<file path="config.mk">
export PLATFORM = sky130hd
export DESIGN_NAME = game_referee_flat
export DESIGN_NICKNAME = d
export VERILOG_FILES = /design/src/rtl/game_referee_if.sv /design/src/rtl/game_referee.sv /design/src/flat_wrapper.sv
export SDC_FILE = /design/constraint.sdc
export NUM_CORES = 1
export LEC_CHECK = 0
export ABC_AREA = 1
export CAP_MARGIN = 20
export CORE_MARGIN = 2
export CORE_UTILIZATION = 40
export DETAILED_ROUTE_END_ITERATION = 16
export PLACE_DENSITY = 0.82
export SLEW_MARGIN = 20
export SYNTH_ARGS = -nofsm -noshare
export SYNTH_HDL_FRONTEND = slang
export SYNTH_SLANG_ARGS = --single-unit
</file>
<file path="constraint.sdc">
create_clock -name clk -period 1.28 [get_ports clk]
set_clock_uncertainty 0.1 [all_clocks]
set_input_delay 0.192 -clock clk [delete_from_list [all_inputs] [get_ports clk]]
set_output_delay 0.192 -clock clk [all_outputs]
set_load 0.03 [all_outputs]
</file>
<file path="src/rtl/game_referee_if.sv">
// Bus between the game referee and its environment: match control in,
// counter-drive and match-status signals out.
interface game_referee_if;
  localparam int unsigned CNT_W  = 4;
  localparam int unsigned MODE_W = 2;

  logic              start;
  logic              load_en;
  logic [CNT_W-1:0]  load_val;
  logic [MODE_W-1:0] mode_sel;
  logic              winner;
  logic              loser;
  logic [MODE_W-1:0] control;
  logic              init;
  logic [CNT_W-1:0]  initial_val;
  logic              counter_rst;
  logic [CNT_W-1:0]  win_count;
  logic [CNT_W-1:0]  lose_count;
  logic              gameover;
  logic [1:0]        who;
  logic              protocol_err;

  modport master (
    output start, load_en, load_val, mode_sel, winner, loser,
    input  control, init, initial_val, counter_rst,
           win_count, lose_count, gameover, who, protocol_err
  );

  modport slave (
    input  start, load_en, load_val, mode_sel, winner, loser,
    output control, init, initial_val, counter_rst,
           win_count, lose_count, gameover, who, protocol_err
  );
endinterface

</file>
<file path="src/rtl/game_referee.sv">
// Match referee for the multimode counter: sequences the counter reset/seed,
// tallies round results and declares the match over at WIN_LIMIT.
module game_referee #(
  parameter int unsigned WIN_LIMIT = 15
) (
  input  logic           clk,
  input  logic           rst,
  game_referee_if.slave  bus
);
  localparam int unsigned CNT_W  = 4;
  localparam int unsigned MODE_W = 2;

  typedef enum logic [1:0] {IDLE, LOAD, RUN, OVER} state_e;

  state_e state_q, state_d;

  logic [MODE_W-1:0] control_q, control_d;
  logic              init_q, init_d;
  logic [CNT_W-1:0]  initial_val_q, initial_val_d;
  logic              counter_rst_q, counter_rst_d;
  logic [CNT_W-1:0]  win_count_q, win_count_d;
  logic [CNT_W-1:0]  lose_count_q, lose_count_d;
  logic              gameover_q, gameover_d;
  logic [1:0]        who_q, who_d;
  logic              protocol_err_q, protocol_err_d;

  logic win_only, lose_only, both_pulse, win_hit, lose_hit;

  assign win_only   = bus.winner & ~bus.loser;
  assign lose_only  = bus.loser & ~bus.winner;
  assign both_pulse = bus.winner & bus.loser;
  // Limit is only reachable from RUN, so counts never pass WIN_LIMIT
  assign win_hit  = win_only  && ((win_count_q  + CNT_W'(1)) == CNT_W'(WIN_LIMIT));
  assign lose_hit = lose_only && ((lose_count_q + CNT_W'(1)) == CNT_W'(WIN_LIMIT));

  always_ff @(posedge clk) begin
    if (rst) state_q <= IDLE;
    else     state_q <= state_d;
  end

  always_comb begin
    state_d = state_q;
    case (state_q)
      IDLE:    if (bus.start) state_d = bus.load_en ? LOAD : RUN;
      LOAD:    state_d = RUN;
      RUN:     if (win_hit || lose_hit) state_d = OVER;
      OVER:    if (bus.start) state_d = IDLE;
      default: state_d = IDLE;
    endcase
  end

  // Next values for the registered outputs; strobes follow the state being entered
  always_comb begin
    control_d      = control_q;
    initial_val_d  = initial_val_q;
    win_count_d    = win_count_q;
    lose_count_d   = lose_count_q;
    who_d          = who_q;
    protocol_err_d = protocol_err_q;
    init_d         = (state_d == LOAD);
    counter_rst_d  = (state_d != RUN);
    gameover_d     = (state_d == OVER);
    case (state_q)
      IDLE: if (bus.start) initial_val_d = bus.load_val;
      RUN: begin
        control_d = bus.mode_sel;
        if (both_pulse) protocol_err_d = 1'b1;
        if (win_only)   win_count_d  = win_count_q + CNT_W'(1);
        if (lose_only)  lose_count_d = lose_count_q + CNT_W'(1);
        if (win_hit)    who_d = 2'b10;
        if (lose_hit)   who_d = 2'b01;
      end
      OVER: if (bus.start) begin
        win_count_d  = '0;
        lose_count_d = '0;
        who_d        = 2'b00;
      end
      default: ;
    endcase
  end

  always_ff @(posedge clk) begin
    if (rst) begin
      control_q      <= '0;
      init_q         <= 1'b0;
      initial_val_q  <= '0;
      counter_rst_q  <= 1'b1;
      win_count_q    <= '0;
      lose_count_q   <= '0;
      gameover_q     <= 1'b0;
      who_q          <= 2'b00;
      protocol_err_q <= 1'b0;
    end else begin
      control_q      <= control_d;
      init_q         <= init_d;
      initial_val_q  <= initial_val_d;
      counter_rst_q  <= counter_rst_d;
      win_count_q    <= win_count_d;
      lose_count_q   <= lose_count_d;
      gameover_q     <= gameover_d;
      who_q          <= who_d;
      protocol_err_q <= protocol_err_d;
    end
  end

  assign bus.control      = control_q;
  assign bus.init         = init_q;
  assign bus.initial_val  = initial_val_q;
  assign bus.counter_rst  = counter_rst_q;
  assign bus.win_count    = win_count_q;
  assign bus.lose_count   = lose_count_q;
  assign bus.gameover     = gameover_q;
  assign bus.who          = who_q;
  assign bus.protocol_err = protocol_err_q;
endmodule

</file>
<file path="src/flat_wrapper.sv">
// flat-port wrapper written by rule: the top's interface ports become plain ports
module game_referee_flat 
#(
  parameter int unsigned WIN_LIMIT = 15
)
  (clk, rst, bus_start, bus_load_en, bus_load_val, bus_mode_sel, bus_winner, bus_loser, bus_control, bus_init, bus_initial_val, bus_counter_rst, bus_win_count, bus_lose_count, bus_gameover, bus_who, bus_protocol_err);
  game_referee_if bus_i ();
  input  logic clk;
  input  logic rst;
  input wire logic [$bits(bus_i.start)-1:0] bus_start;
  input wire logic [$bits(bus_i.load_en)-1:0] bus_load_en;
  input wire logic [$bits(bus_i.load_val)-1:0] bus_load_val;
  input wire logic [$bits(bus_i.mode_sel)-1:0] bus_mode_sel;
  input wire logic [$bits(bus_i.winner)-1:0] bus_winner;
  input wire logic [$bits(bus_i.loser)-1:0] bus_loser;
  output wire logic [$bits(bus_i.control)-1:0] bus_control;
  output wire logic [$bits(bus_i.init)-1:0] bus_init;
  output wire logic [$bits(bus_i.initial_val)-1:0] bus_initial_val;
  output wire logic [$bits(bus_i.counter_rst)-1:0] bus_counter_rst;
  output wire logic [$bits(bus_i.win_count)-1:0] bus_win_count;
  output wire logic [$bits(bus_i.lose_count)-1:0] bus_lose_count;
  output wire logic [$bits(bus_i.gameover)-1:0] bus_gameover;
  output wire logic [$bits(bus_i.who)-1:0] bus_who;
  output wire logic [$bits(bus_i.protocol_err)-1:0] bus_protocol_err;
  assign bus_i.start = bus_start;
  assign bus_i.load_en = bus_load_en;
  assign bus_i.load_val = bus_load_val;
  assign bus_i.mode_sel = bus_mode_sel;
  assign bus_i.winner = bus_winner;
  assign bus_i.loser = bus_loser;
  assign bus_control = bus_i.control;
  assign bus_init = bus_i.init;
  assign bus_initial_val = bus_i.initial_val;
  assign bus_counter_rst = bus_i.counter_rst;
  assign bus_win_count = bus_i.win_count;
  assign bus_lose_count = bus_i.lose_count;
  assign bus_gameover = bus_i.gameover;
  assign bus_who = bus_i.who;
  assign bus_protocol_err = bus_i.protocol_err;
  game_referee #(.WIN_LIMIT(WIN_LIMIT)) u_core (.clk(clk), .rst(rst), .bus(bus_i));
endmodule
</file>
== Word-level counts from Yosys, hierarchy flattened ==
Cells that the tools add are included.

* Output and inout bits: 20
* Register bits: 22

* Equal/unequal tests: 12
* Multiplexer cells: 14
* Reduce and logical (&&, ||, !) cells: 10
* Add/sub/neg operators: 2
* Bitwise logic cells: 5

{| class="wikitable"
|+ Operator list
! operator !! number
|-
| case mux 4 bit (2 select lines) || 2
|-
| 2-to-1 mux 2 bit || 7
|-
| 2-to-1 mux 4 bit || 3
|-
| AND reduction 3 bit || 3
|-
| adder 4 x 1 -> 4 bit (second input constant) || 2
|-
| equality test 4 bit (second input constant) || 2
|-
| case mux 2 bit (4 select lines) || 1
|-
| equality test 2 bit (second input constant) || 3
|-
| equality test 2 x 1 -> 1 bit (second input constant) || 2
|-
| != test 2 x 1 -> 1 bit (second input constant) || 2
|-
| != test 2 bit (second input constant) || 2
|-
| case mux 2 bit (2 select lines) || 1
|-
| AND reduction 2 bit || 2
|-
| AND 1 bit || 3
|-
| != test 3 x 1 -> 1 bit (second input constant) || 1
|-
| logical AND 1 bit || 2
|-
| logical NOT 2 bit || 1
|-
| NOT 1 bit || 2
|-
| nonzero test 2 bit || 1
|-
| logical OR 1 bit || 1
|}

== Depth between registers and ports, before layout ==
Gate-level depths: netlist of run 1.

* Word-level depth: 7
* Depth in mapped cells: 9

== Worst setup path after synthesis of run 1 ==
No wires, ideal clock.

* Path kind: reg2reg
* Start: reg u_core.lose_count_q[0], in the netlist u_core.bus.lose_count[0]
* End: reg u_core.who_q[1], in the netlist u_core.bus.who[1]
* Stages on the path, launching flop included: 9
* Path slack: -304 ps
* Arrival: 1,357 ps
* Period minus slack after synthesis: 1,584 ps
* Path buffers: 0
* Required time: 1,052 ps
* Library setup time: 128 ps
* Cells stage by stage: dfxtp_1 -> ha_1 -> inv_1 -> nand2_1 -> nand2_1 -> nor2_1 -> nand3_1 -> a31oi_1 -> nor2_1

* Word-level cells in the longest chain between the ends: 5

{| class="wikitable"
|+ Ends and longest elaborated chain
! item !! line !! text
|-
| start: declaration || game_referee.sv:22 || <nowiki>logic [CNT_W-1:0] lose_count_q, lose_count_d;</nowiki>
|-
| start signal: assignment || game_referee.sv:99 || <nowiki>lose_count_q <= lose_count_d;</nowiki>
|-
| adder 4 x 1 -> 4 bit * || game_referee.sv:34 || <nowiki>assign lose_hit = lose_only && ((lose_count_q + CNT_W'(1)) == CNT_W'(WIN_LIMIT));</nowiki>
|-
| equality test 4 bit * || game_referee.sv:34 ||
|-
| logical AND 1 bit * || game_referee.sv:34 ||
|-
| != test 3 x 1 -> 1 bit (no source line) or 2-to-1 mux 2 bit (tied branches) || - ||
|-
| AND reduction 3 bit (no source line) or case mux 2 bit (2 select lines) (tied branches) || - ||
|-
| end signal: assignment || game_referee.sv:101 || <nowiki>who_q <= who_d;</nowiki>
|-
| end: declaration || game_referee.sv:24 || <nowiki>logic [1:0] who_q, who_d;</nowiki>
|}

Mark *: on every way between the ends. The rest lies on a longest branch, timed or not.
A chain may end at the register's enable or synchronous reset.

== Final worst setup path of run 1 ==
* Start: reg u_core.lose_count_q[1], in the netlist u_core.bus.lose_count[1]
* End: reg u_core.who_q[1], in the netlist u_core.bus.who[1]

The elaborated chain is that of the path after synthesis.

==> qor.txt, run 1 <==
Inst Count DP: 216
WL/cell: 11.1 um
CP Data Arrival Time: 1.41 ns
Reg2Reg Setup Slack: -0.02 ns
CP Cell Sequence: ha_4 -> inv_2 -> nand2_2 -> nand2_2 -> nor2_4 -> nand3_2 -> a31oi_1 -> nor2_1
Total Power: 1.39 mW
Hold Startpoint: bus_start
H-tree Lvls: 1
PwrDens: 862 nW/um^2
final non-filler cell total: 223
min-delay worst type: in2reg
vias post-DR: 1,055
Syn Area/Cell: 7.15 um^2
xor-xnor portion of the synthesized cell area: 0%
core footprint: 2430 um^2
fin worst setup slack: -0.0157 ns
CP peak stage delay: 0.39 ns
sequential fraction of the synthesis area: 43.4%
peak supply drop: 0.817 mV
#FFs+latches synth: 22
startpoint types: flop
worst path required time: 1.39 ns
drt initial violations: 4
Post-Synth Adder-Cell Area: 4.93%
dpl hpwl: 1890 um
Worst-path clk slew: 0.12 ns
fin crit share: 101%
largest family of logic cells by synthesized area: simple AND/OR/NAND/NOR gates
multiplexer share of the synthesized area: 0%
failing checks: setup timing
Area Overhead vs Synth: 58.6%
Post-Synth Simple-Gate Area: 31.8%
PortBufs: 31
CP Capture Type: flop
largest net degree at the start of global routing: 13
fraction of final layout cells with drive strength greater than 1: 41.5%
worst slack at placement: -0.281 ns
max frequency: 772 MHz
status: finished, violations left
synth unique cells: 20
Syn Nets: 158
Synth Area in Compound Gates: 10.6%
Rows: 18
grt ovf: 0
Synth Warn #: 0
total CTS buffers: 3
drt total wl: 2480 um
max_slew headroom: 81.7%
Final Wtd Congestion: 0.774
Starting Density: 41.7%
die width: 54.4 um
initial antenna violation count: 0
die area: 2960 um^2
Final Setup Violations: 1
Die H: 54.4 um
Worst Hold Endpoint: u_core.bus.lose_count[0]$_SDFFE_PP0P_
Worst R2R End: u_core.bus.who[1]$_SDFFE_PP0P_
worst setup path category: reg2reg
DRC viols: 0
post-synthesis instance area: 1010 um^2
TritonCTS clock tree: done
Tmin final: 1.30 ns
cell count after synthesis: 142
# hold bufs at CTS: 0
vias in the first global route: 962
unrepaired setup endpoints after global routing: yes
Detail Route Antenna Nets: 0
io pins: 32
reg2reg path depth: 8
number of max-cap violations: 0
critical path's slowest cell: dfxtp_4
clk root buf: clkbuf_4
Hold Violations, Final: 0
clock buffer depth: 2
Worst Path Max Fanout: 4
WHS Path Cells: 4
Clock Sinks: 22
nets: 210
Most common cell on crit path: nand2_2
Slew Viols, Final: 0
Skew-Pair Late Insertion Delay: 0.31 ns
Vias/cell: 4.73
antenna cells: 0
Leak: 0.728 nW
Total GRT Usage: 18.0%
worst-margin pin slew: 0.274 ns
first-pass GRT wire length: 3880 um
DRT Pass-1 Iters: 4
worst r2r src: u_core.bus.lose_count[1]$_SDFFE_PP0P_
post-layout util: 66.2%
Yosys cell counts:
master	count	area (um^2)
nor2_1	25	93.8
o21ai_0	9	45.0
nand2_2	3	18.8
nand3_1	6	30.0
inv_1	23	86.3
nand2_1	27	101
dfxtp_1	22	440
nand3b_1	1	7.51
nor2_2	1	6.26
inv_2	1	3.75
nand4_1	3	18.8
nor2_4	1	11.3
or2_4	1	8.76
a21oi_2	1	8.76
a21oi_1	7	35.0
or2_0	1	6.26
a31oi_1	3	18.8
ha_1	4	50.1
clkbuf_1	1	3.75
nand3_2	2	20.0
repair_timing:
action / CTS / global route
gates resized for setup: 19 / 14
buffers inserted: 2 / 1
setup endpoints to repair: 8 / 16
pin swaps: 7 / 4
worst max path at each step:
stage | startpoint | end | slack [ns]
2_1_floorplan | u_core.bus.lose_count[0]$_SDFFE_PP0P_ | u_core.bus.who[1]$_SDFFE_PP0P_ | -0.06
3_3_place_gp | bus_loser | u_core.bus.who[0]$_SDFFE_PP0P_ | -0.21
3_5_place_dp | bus_loser | u_core.bus.who[0]$_SDFFE_PP0P_ | -0.28
4_1_cts | u_core.bus.win_count[1]$_SDFFE_PP0P_ | u_core.bus.who[0]$_SDFFE_PP0P_ | -0.03
5_1_grt | u_core.bus.lose_count[1]$_SDFFE_PP0P_ | u_core.bus.who[1]$_SDFFE_PP0P_ | -0.07
6_report | u_core.bus.lose_count[1]$_SDFFE_PP0P_ | u_core.bus.who[1]$_SDFFE_PP0P_ | -0.02
through the flow:
| step | TNS (ns) | instance area (um^2) | hold slack (ns) |
|---|---|---|---|
| floorplan | -0.0841 | 1060 | 0.176 |
| global placement | -2.83 | 1470 | 0.358 |
| detailed placement | -3.68 | 1470 | 0.379 |
| CTS | -0.0865 | 1570 | 0.347 |
| global route | -0.261 | 1610 | 0.252 |
| finish | -0.0157 | 1610 | 0.217 |
worst max-delay path, delay by kind of cell (launching register included):
kind                     cells  cell delay, ns
adder cells (fa/ha/maj)      1            0.14
flip-flops                   1            0.39
AND/OR/NAND/NOR              5            0.38
AO/OA/AOI/OAI                1            0.15
buffers and inverters        1            0.03
cell type report:
cell class	instances	area (um^2)
Multi-Input combinational cell	95	566
Fill cell	202	823
Inverter	24	90.1
Tap cell	30	37.5
Sequential cell	22	460
Timing Repair Buffer	48	419
Clock buffer	4	36.3
sequential cells by signal, indices dropped and copies added (netlist names):
| signal | count |
|---|---|
| u_core.bus.init | 1 |
| u_core.bus.counter_rst | 1 |
| u_core.bus.initial_val | 4 |
| u_core.bus.who | 2 |
| u_core.bus.win_count | 4 |
| u_core.state_q | 2 |
| u_core.bus.lose_count | 4 |
| u_core.bus.protocol_err | 1 |
| u_core.bus.control | 2 |
| u_core.bus.gameover | 1 |
layer usage:
| layer | wire length, um | track usage, % | up-vias |
|---|---|---|---|
| met5 | 0 | 0 | - |
| met4 | 8 | 6.25 | 0 |
| met3 | 119 | 2.73 | 2 |
| met2 | 1250 | 34.3 | 28 |
| met1 | 1100 | 20.0 | 478 |
| li1 | - | - | 547 |
cell families (layout without fill, tap and decap cells):
kind of cell,after synthesis,count (layout)
compound gates,20,20
fa+ha+maj,4,4
buf+inv,25,76
flops,22,22
simple gates,71,71
cell usage in the layout, fill, tap and decap left out, types with 5 or more instances in the layout:
master,instances
buf_4,30
nand2_2,11
inv_1,18
clkdlybuf4s50_1,10
a21oi_1,7
nor2_1,23
dfxtp_1,14
buf_6,5
o21ai_0,9
inv_2,6
nand2_1,18
power by group:
group | leakage [nW] | switching, mW | internal [mW]
logic | 0.523 | 0.152 | 0.125
clock network | 0.0210 | 0.207 | 0.174
registers | 0.184 | 0.0200 | 0.710
total | 0.728 | 0.379 | 1.01
Power figures use the tool's default switching activity.
==> run 2: changes to the inputs <==
--- a/config.mk
+++ b/config.mk
@@ -10,6 +10,7 @@
 export CORE_MARGIN = 2
 export CORE_UTILIZATION = 40
 export DETAILED_ROUTE_END_ITERATION = 16
+export GPL_ROUTABILITY_DRIVEN = 1
 export PLACE_DENSITY = 0.82
 export SLEW_MARGIN = 20
 export SYNTH_ARGS = -nofsm -noshare
==> results of run 2 <==
No change in the layout: final DEF, timing and power equal those of run 1.
